==> src/rtl/alu_exec_ctrl_if.sv <==
// Instruction, register-bank and ALU signals of alu_exec_ctrl.
// slave  : the controller side.
// master : the environment side (requester, register bank, ALU).
interface alu_exec_ctrl_if;
  logic        instr_valid;
  logic        instr_ready;
  logic [3:0]  instr_op;
  logic [4:0]  instr_rs1;
  logic [4:0]  instr_rs2;
  logic [4:0]  instr_rd;
  logic [4:0]  rf_raddr1;
  logic [4:0]  rf_raddr2;
  logic [31:0] rf_rdata1;
  logic [31:0] rf_rdata2;
  logic        rf_we;
  logic [4:0]  rf_waddr;
  logic [31:0] rf_wdata;
  logic [31:0] alu_a;
  logic [31:0] alu_b;
  logic [3:0]  alu_op;
  logic [31:0] alu_r;
  logic        busy;
  logic        done;
  logic [15:0] retired_cnt;

  modport slave (
    input  instr_valid, instr_op, instr_rs1, instr_rs2, instr_rd,
    input  rf_rdata1, rf_rdata2, alu_r,
    output instr_ready, rf_raddr1, rf_raddr2, rf_we, rf_waddr, rf_wdata,
    output alu_a, alu_b, alu_op, busy, done, retired_cnt
  );

  modport master (
    output instr_valid, instr_op, instr_rs1, instr_rs2, instr_rd,
    output rf_rdata1, rf_rdata2, alu_r,
    input  instr_ready, rf_raddr1, rf_raddr2, rf_we, rf_waddr, rf_wdata,
    input  alu_a, alu_b, alu_op, busy, done, retired_cnt
  );
endinterface

==> src/rtl/alu_exec_ctrl.sv <==
// ALU execution controller: accept -> READ -> EXEC -> WB, one instruction
// per four cycles. Register bank and ALU are external and combinational.
// Optional macro R0_ZERO_EN: register 0 reads as zero and is never written.
module alu_exec_ctrl (
  input  logic            clk,
  input  logic            rst,
  alu_exec_ctrl_if.slave  bus
);
  typedef enum logic [1:0] {IDLE, READ, EXEC, WB} state_t;

  state_t      state, state_nxt;
  logic [3:0]  op_q;
  logic [4:0]  rs1_q, rs2_q, rd_q;
  logic [31:0] opa_q, opb_q, res_q;
  logic [15:0] cnt_q;
  logic        accept;
  logic [31:0] opa_d, opb_d;
  logic        wr_en;

  assign accept = (state == IDLE) && bus.instr_valid;

`ifdef R0_ZERO_EN
  assign opa_d = (rs1_q == 5'd0) ? 32'd0 : bus.rf_rdata1;
  assign opb_d = (rs2_q == 5'd0) ? 32'd0 : bus.rf_rdata2;
  assign wr_en = (rd_q != 5'd0);
`else
  assign opa_d = bus.rf_rdata1;
  assign opb_d = bus.rf_rdata2;
  assign wr_en = 1'b1;
`endif

  // State register.
  always_ff @(posedge clk or posedge rst) begin
    if (rst) state <= IDLE;
    else     state <= state_nxt;
  end

  // Next-state: only IDLE waits, every other state advances unconditionally.
  always_comb begin
    state_nxt = state;
    case (state)
      IDLE:    if (bus.instr_valid) state_nxt = READ;
      READ:    state_nxt = EXEC;
      EXEC:    state_nxt = WB;
      WB:      state_nxt = IDLE;
      default: state_nxt = IDLE;
    endcase
  end

  // Latch the instruction fields on acceptance; inputs are ignored afterwards.
  always_ff @(posedge clk or posedge rst) begin
    if (rst) begin
      op_q  <= '0;
      rs1_q <= '0;
      rs2_q <= '0;
      rd_q  <= '0;
    end else if (accept) begin
      op_q  <= bus.instr_op;
      rs1_q <= bus.instr_rs1;
      rs2_q <= bus.instr_rs2;
      rd_q  <= bus.instr_rd;
    end
  end

  // Capture operands in READ, so rs==rd sees the pre-instruction value.
  always_ff @(posedge clk or posedge rst) begin
    if (rst) begin
      opa_q <= '0;
      opb_q <= '0;
    end else if (state == READ) begin
      opa_q <= opa_d;
      opb_q <= opb_d;
    end
  end

  // Capture the ALU result in EXEC.
  always_ff @(posedge clk or posedge rst) begin
    if (rst)                res_q <= '0;
    else if (state == EXEC) res_q <= bus.alu_r;
  end

  // Retired counter; wraps silently.
  always_ff @(posedge clk or posedge rst) begin
    if (rst)              cnt_q <= '0;
    else if (state == WB) cnt_q <= cnt_q + 16'd1;
  end

  // Outputs decode straight from state, so reset clears them immediately.
  assign bus.instr_ready = (state == IDLE);
  assign bus.busy        = (state != IDLE);
  assign bus.done        = (state == WB);
  assign bus.rf_we       = (state == WB) && wr_en;
  assign bus.rf_waddr    = rd_q;
  assign bus.rf_wdata    = res_q;
  assign bus.rf_raddr1   = rs1_q;
  assign bus.rf_raddr2   = rs2_q;
  assign bus.alu_a       = opa_q;
  assign bus.alu_b       = opb_q;
  assign bus.alu_op      = op_q;
  assign bus.retired_cnt = cnt_q;
endmodule

==> src/flat_wrapper.sv <==
// flat-port wrapper written by rule: the top's interface ports become plain ports
module alu_exec_ctrl_flat 
  (clk, rst, bus_instr_valid, bus_instr_op, bus_instr_rs1, bus_instr_rs2, bus_instr_rd, bus_rf_rdata1, bus_rf_rdata2, bus_alu_r, bus_instr_ready, bus_rf_raddr1, bus_rf_raddr2, bus_rf_we, bus_rf_waddr, bus_rf_wdata, bus_alu_a, bus_alu_b, bus_alu_op, bus_busy, bus_done, bus_retired_cnt);
  alu_exec_ctrl_if bus_i ();
  input  logic clk;
  input  logic rst;
  input wire logic [$bits(bus_i.instr_valid)-1:0] bus_instr_valid;
  input wire logic [$bits(bus_i.instr_op)-1:0] bus_instr_op;
  input wire logic [$bits(bus_i.instr_rs1)-1:0] bus_instr_rs1;
  input wire logic [$bits(bus_i.instr_rs2)-1:0] bus_instr_rs2;
  input wire logic [$bits(bus_i.instr_rd)-1:0] bus_instr_rd;
  input wire logic [$bits(bus_i.rf_rdata1)-1:0] bus_rf_rdata1;
  input wire logic [$bits(bus_i.rf_rdata2)-1:0] bus_rf_rdata2;
  input wire logic [$bits(bus_i.alu_r)-1:0] bus_alu_r;
  output wire logic [$bits(bus_i.instr_ready)-1:0] bus_instr_ready;
  output wire logic [$bits(bus_i.rf_raddr1)-1:0] bus_rf_raddr1;
  output wire logic [$bits(bus_i.rf_raddr2)-1:0] bus_rf_raddr2;
  output wire logic [$bits(bus_i.rf_we)-1:0] bus_rf_we;
  output wire logic [$bits(bus_i.rf_waddr)-1:0] bus_rf_waddr;
  output wire logic [$bits(bus_i.rf_wdata)-1:0] bus_rf_wdata;
  output wire logic [$bits(bus_i.alu_a)-1:0] bus_alu_a;
  output wire logic [$bits(bus_i.alu_b)-1:0] bus_alu_b;
  output wire logic [$bits(bus_i.alu_op)-1:0] bus_alu_op;
  output wire logic [$bits(bus_i.busy)-1:0] bus_busy;
  output wire logic [$bits(bus_i.done)-1:0] bus_done;
  output wire logic [$bits(bus_i.retired_cnt)-1:0] bus_retired_cnt;
  assign bus_i.instr_valid = bus_instr_valid;
  assign bus_i.instr_op = bus_instr_op;
  assign bus_i.instr_rs1 = bus_instr_rs1;
  assign bus_i.instr_rs2 = bus_instr_rs2;
  assign bus_i.instr_rd = bus_instr_rd;
  assign bus_i.rf_rdata1 = bus_rf_rdata1;
  assign bus_i.rf_rdata2 = bus_rf_rdata2;
  assign bus_i.alu_r = bus_alu_r;
  assign bus_instr_ready = bus_i.instr_ready;
  assign bus_rf_raddr1 = bus_i.rf_raddr1;
  assign bus_rf_raddr2 = bus_i.rf_raddr2;
  assign bus_rf_we = bus_i.rf_we;
  assign bus_rf_waddr = bus_i.rf_waddr;
  assign bus_rf_wdata = bus_i.rf_wdata;
  assign bus_alu_a = bus_i.alu_a;
  assign bus_alu_b = bus_i.alu_b;
  assign bus_alu_op = bus_i.alu_op;
  assign bus_busy = bus_i.busy;
  assign bus_done = bus_i.done;
  assign bus_retired_cnt = bus_i.retired_cnt;
  alu_exec_ctrl u_core (.clk(clk), .rst(rst), .bus(bus_i));
endmodule
==> config.mk <==
export PLATFORM = sky130hd
export DESIGN_NAME = alu_exec_ctrl_flat
export DESIGN_NICKNAME = d
export VERILOG_FILES = /design/src/rtl/alu_exec_ctrl_if.sv /design/src/rtl/alu_exec_ctrl.sv /design/src/flat_wrapper.sv
export SDC_FILE = /design/constraint.sdc
export NUM_CORES = 1
export LEC_CHECK = 0
export BUFFER_PORTS_ARGS = -buffer_cell sky130_fd_sc_hd__buf_4
export CAP_MARGIN = 20
export CORE_ASPECT_RATIO = 1.2
export CORE_MARGIN = 4
export CORE_UTILIZATION = 43
export CTS_BUF_LIST = sky130_fd_sc_hd__clkbuf_2 sky130_fd_sc_hd__clkbuf_4 sky130_fd_sc_hd__clkbuf_8
export DETAILED_ROUTE_END_ITERATION = 16
export PLACE_DENSITY_LB_ADDON = 0.12
export SLEW_MARGIN = 5
export SYNTH_ARGS = -nofsm -noshare
export SYNTH_HDL_FRONTEND = slang
export SYNTH_SLANG_ARGS = --single-unit
==> constraint.sdc <==
create_clock -name clk -period 4.7 [get_ports clk]
set_clock_uncertainty 0.05 [all_clocks]
set_input_delay 0.94 -clock clk [delete_from_list [all_inputs] [get_ports clk]]
set_output_delay 0.94 -clock clk [all_outputs]
set_load 0.02 [all_outputs]
==> impl_metrics.env <==
export IMPL_outcome="completed"
export IMPL_min_period_ns=2.469
export IMPL_gr_total_overflow=0
export IMPL_hold_path_class="input port to asynchronous set/reset pin"
export IMPL_drv_slew=0
export IMPL_final_hold_viol_count=0
export IMPL_ys_async_sr_fraction_pct=100.0
export IMPL_fin_nets=701
export IMPL_numClockSinks=133
export IMPL_die_h_um=127.3
export IMPL_drt_initial_drc_count=57
export IMPL_drc=0
export IMPL_startpoint="u_core.state[0]"
export IMPL_diodes=0
export IMPL_ant_nets=0
export IMPL_synth_area_top_cells="dfrtp_1 (65%), mux2_2 (26%), ha_1 (1.5%)"
export IMPL_die_area_mm2=0.01367
export IMPL_syn_cell_area_mm2=0.005097
export IMPL_viasPerCell=4.760
export IMPL_coreArea_mm2=0.01157
export IMPL_cts_root_buf="clkbuf_8"
export IMPL_worst_endpoint_arrival_ns=1.48
export IMPL_internal_power_w=0.003651
export IMPL_place_congestion=0.7527
export IMPL_dp_hpwl_um=9574
export IMPL_worst_setup_path_start_kind="register"
export IMPL_cts_buffers=17
export IMPL_syn_nets=438
export IMPL_die_x_um=107.4
export IMPL_clkTransAtPathRegs_ns=0.08
export IMPL_post_cts_repair_setup_buffers=0
export IMPL_clockPowerShare_pct=17.0
export IMPL_relSlewSlack_pct=49.84
export IMPL_track_usage_pct=18.39
export IMPL_port_buffers=252
export IMPL_synth_main_ff_cell="dfrtp_1"
export IMPL_drtPass1Iterations=4
export IMPL_grt_max_degree=80
export IMPL_antenna_found_initial=0
export IMPL_netlist_cell_type_count=24
export IMPL_setup_viol=0
export IMPL_crit_fanout=4
export IMPL_drive_gt1_share_pct=70.07
export IMPL_rows=43
export IMPL_ir_drop_mv=0.4210
export IMPL_p_sw_w=0.002095
export IMPL_ioPinCount=253
export IMPL_multi_input_area_mm2=0.001692
export IMPL_leakage_nw=3.699
export IMPL_routed_wl_um=12510
export IMPL_rr_startpoint="u_core.state[1]"
export IMPL_fill_cells=895
export IMPL_fin_tns_setup_ns=0
export IMPL_p_sw_share_pct=36.46
export IMPL_finalCritPeriodShare_pct=52.54
export IMPL_rsz0062_at_grt="no"
export IMPL_grt_pass1_vias=3832
export IMPL_maxCapViolations=0
export IMPL_synth_warnings=0
export IMPL_worstSetupEndpointType="output port"
export IMPL_wl_per_cell_um=16.79
export IMPL_grt_pass1_wl_um=19310
export IMPL_syn2layout_area_growth_pct=48.97
export IMPL_ctsHoldBuffers=0
export IMPL_max_freq_mhz=405.0
export IMPL_yosysTopAreaCell="dfrtp_1"
export IMPL_cp_required_ns=3.71
export IMPL_h_tree_depth=4
export IMPL_synth_area_per_cell_um2=16.23
export IMPL_post_cts_resized=0
export IMPL_cts_tree="yes"
export IMPL_initial_core_util_pct=44.07
export IMPL_yosys_area_top_type_share_pct=65.29
export IMPL_finalPower_w=0.005746
export IMPL_combPwrFrac_pct=47.9
export IMPL_worst_slew_pin_slew_ns=0.7506
export IMPL_synth_edf_count=0
export IMPL_synthCells=314
export IMPL_seqPwrFrac_pct=35.1
export IMPL_ys_ff_latch=133
export IMPL_seq_area_mm2=0.003328
export IMPL_path_class="register to output port"
export IMPL_clock_path_buffers=2
export IMPL_final_common_cell="buf_4"
export IMPL_num_vias=3546
export IMPL_layout_common_cells="buf_4 (256), dfrtp_1 (133), mux2_2 (117), clkbuf_8 (20), xnor2_1 (8)"
export IMPL_seq_area_frac_synth_pct=65.29
export IMPL_powerDensity_mw_per_mm2=756.7
export IMPL_clk_latency_ns=0.42
[stage by stage]
step                      hold WS [ns]  cells  utilization (%)  area, µm²  setup slack (ns)
after floorplan                 0.4829    314                -       5097            0.1556
final                           0.3999    745            65.65       7594             2.231
after global routing            0.3864    745            65.65       7594             2.147
after global placement          0.4174    714            61.86       7156             2.453
after CTS                       0.4284    744            65.41       7566             2.197
after detailed placement        0.4149    714            61.86       7156             2.395
[path summary, 6_finish.rpt]
kind                                                   end  cells past startpoint  slack (ns)
worst max-delay path                              bus_busy                      4        2.23
worst min-delay path               u_core.bus.rf_wdata[25]                      2        0.40
worst max register to register        u_core.bus.alu_a[24]                      4        2.42
worst min register to register  u_core.bus.retired_cnt[15]                      1        0.43
max in group asynchronous             u_core.bus.alu_b[29]                      4        3.18
min in group clk                u_core.bus.retired_cnt[15]                      1        0.43
[routing by layer]
layer	vias to the layer above	global-route usage (%)	share of wire, %
li1	1609	-	-
met1	1765	19.37	34
met2	148	32.67	55
met3	24	7.933	8.9
met4	0	6.464	2.0
met5	-	0	0
[critical path, cell delays in order, from the launching register on]
cell     delay [ns]
dfrtp_1        0.41
inv_1          0.13
ha_1           0.26
inv_1          0.09
buf_4          0.16
[power by group through the flow]
stage / sequential, W / clock (W) / combinational, W
after floorplan: 0.00265 / 0 / 0.000975
after global placement: 0.00202 / 0 / 0.00274
after detailed placement: 0.00203 / 0 / 0.00280
after CTS: 0.00202 / 0.00100 / 0.00280
after global routing: 0.00208 / 0.00106 / 0.00292
final: 0.00201 / 0.000978 / 0.00275
[layout make-up]
type	instances	area share, %
Tap cell	157	2.587
Timing Repair Buffer	257	25.67
Sequential cell	133	43.83
Inverter	4	0.2307
Multi-Input combinational cell	164	22.28
Clock inverter	9	1.681
Clock buffer	21	3.724
[state kept, by name, indices dropped and copies added, names as in the netlist]
register	flops
u_core.bus.rf_raddr1	5
u_core.state	2
u_core.bus.retired_cnt	16
u_core.bus.rf_wdata	32
u_core.bus.alu_op	4
u_core.bus.alu_a	32
u_core.bus.rf_raddr2	5
u_core.bus.alu_b	32
u_core.bus.rf_waddr	5
[cells in the mapped netlist, drive strengths merged, types with 2 or more instances]
cell type	n
nor2	4
nand4	5
nand2	7
dfrtp	133
inv	4
clkbuf	2
and3	2
xnor2	9
buf	11
mux2	117
ha	6
xor2	6
[logic make-up (layout without fill, tap and decap cells)]
kind of cell / count (synthesis) / in the layout / synth area share [%]
muxes: 117 / 117 / 25.85
xor gates and xnor gates: 15 / 15 / 2.725
and+or+nand+nor: 25 / 25 / 2.994
DFF: 133 / 133 / 65.29
adders and majority gates: 6 / 6 / 1.473
AOI/OAI and AO/OA: 1 / 1 / 0.09809
buffers and inverters: 17 / 291 / 1.571
(Power assumes the default switching activity.)
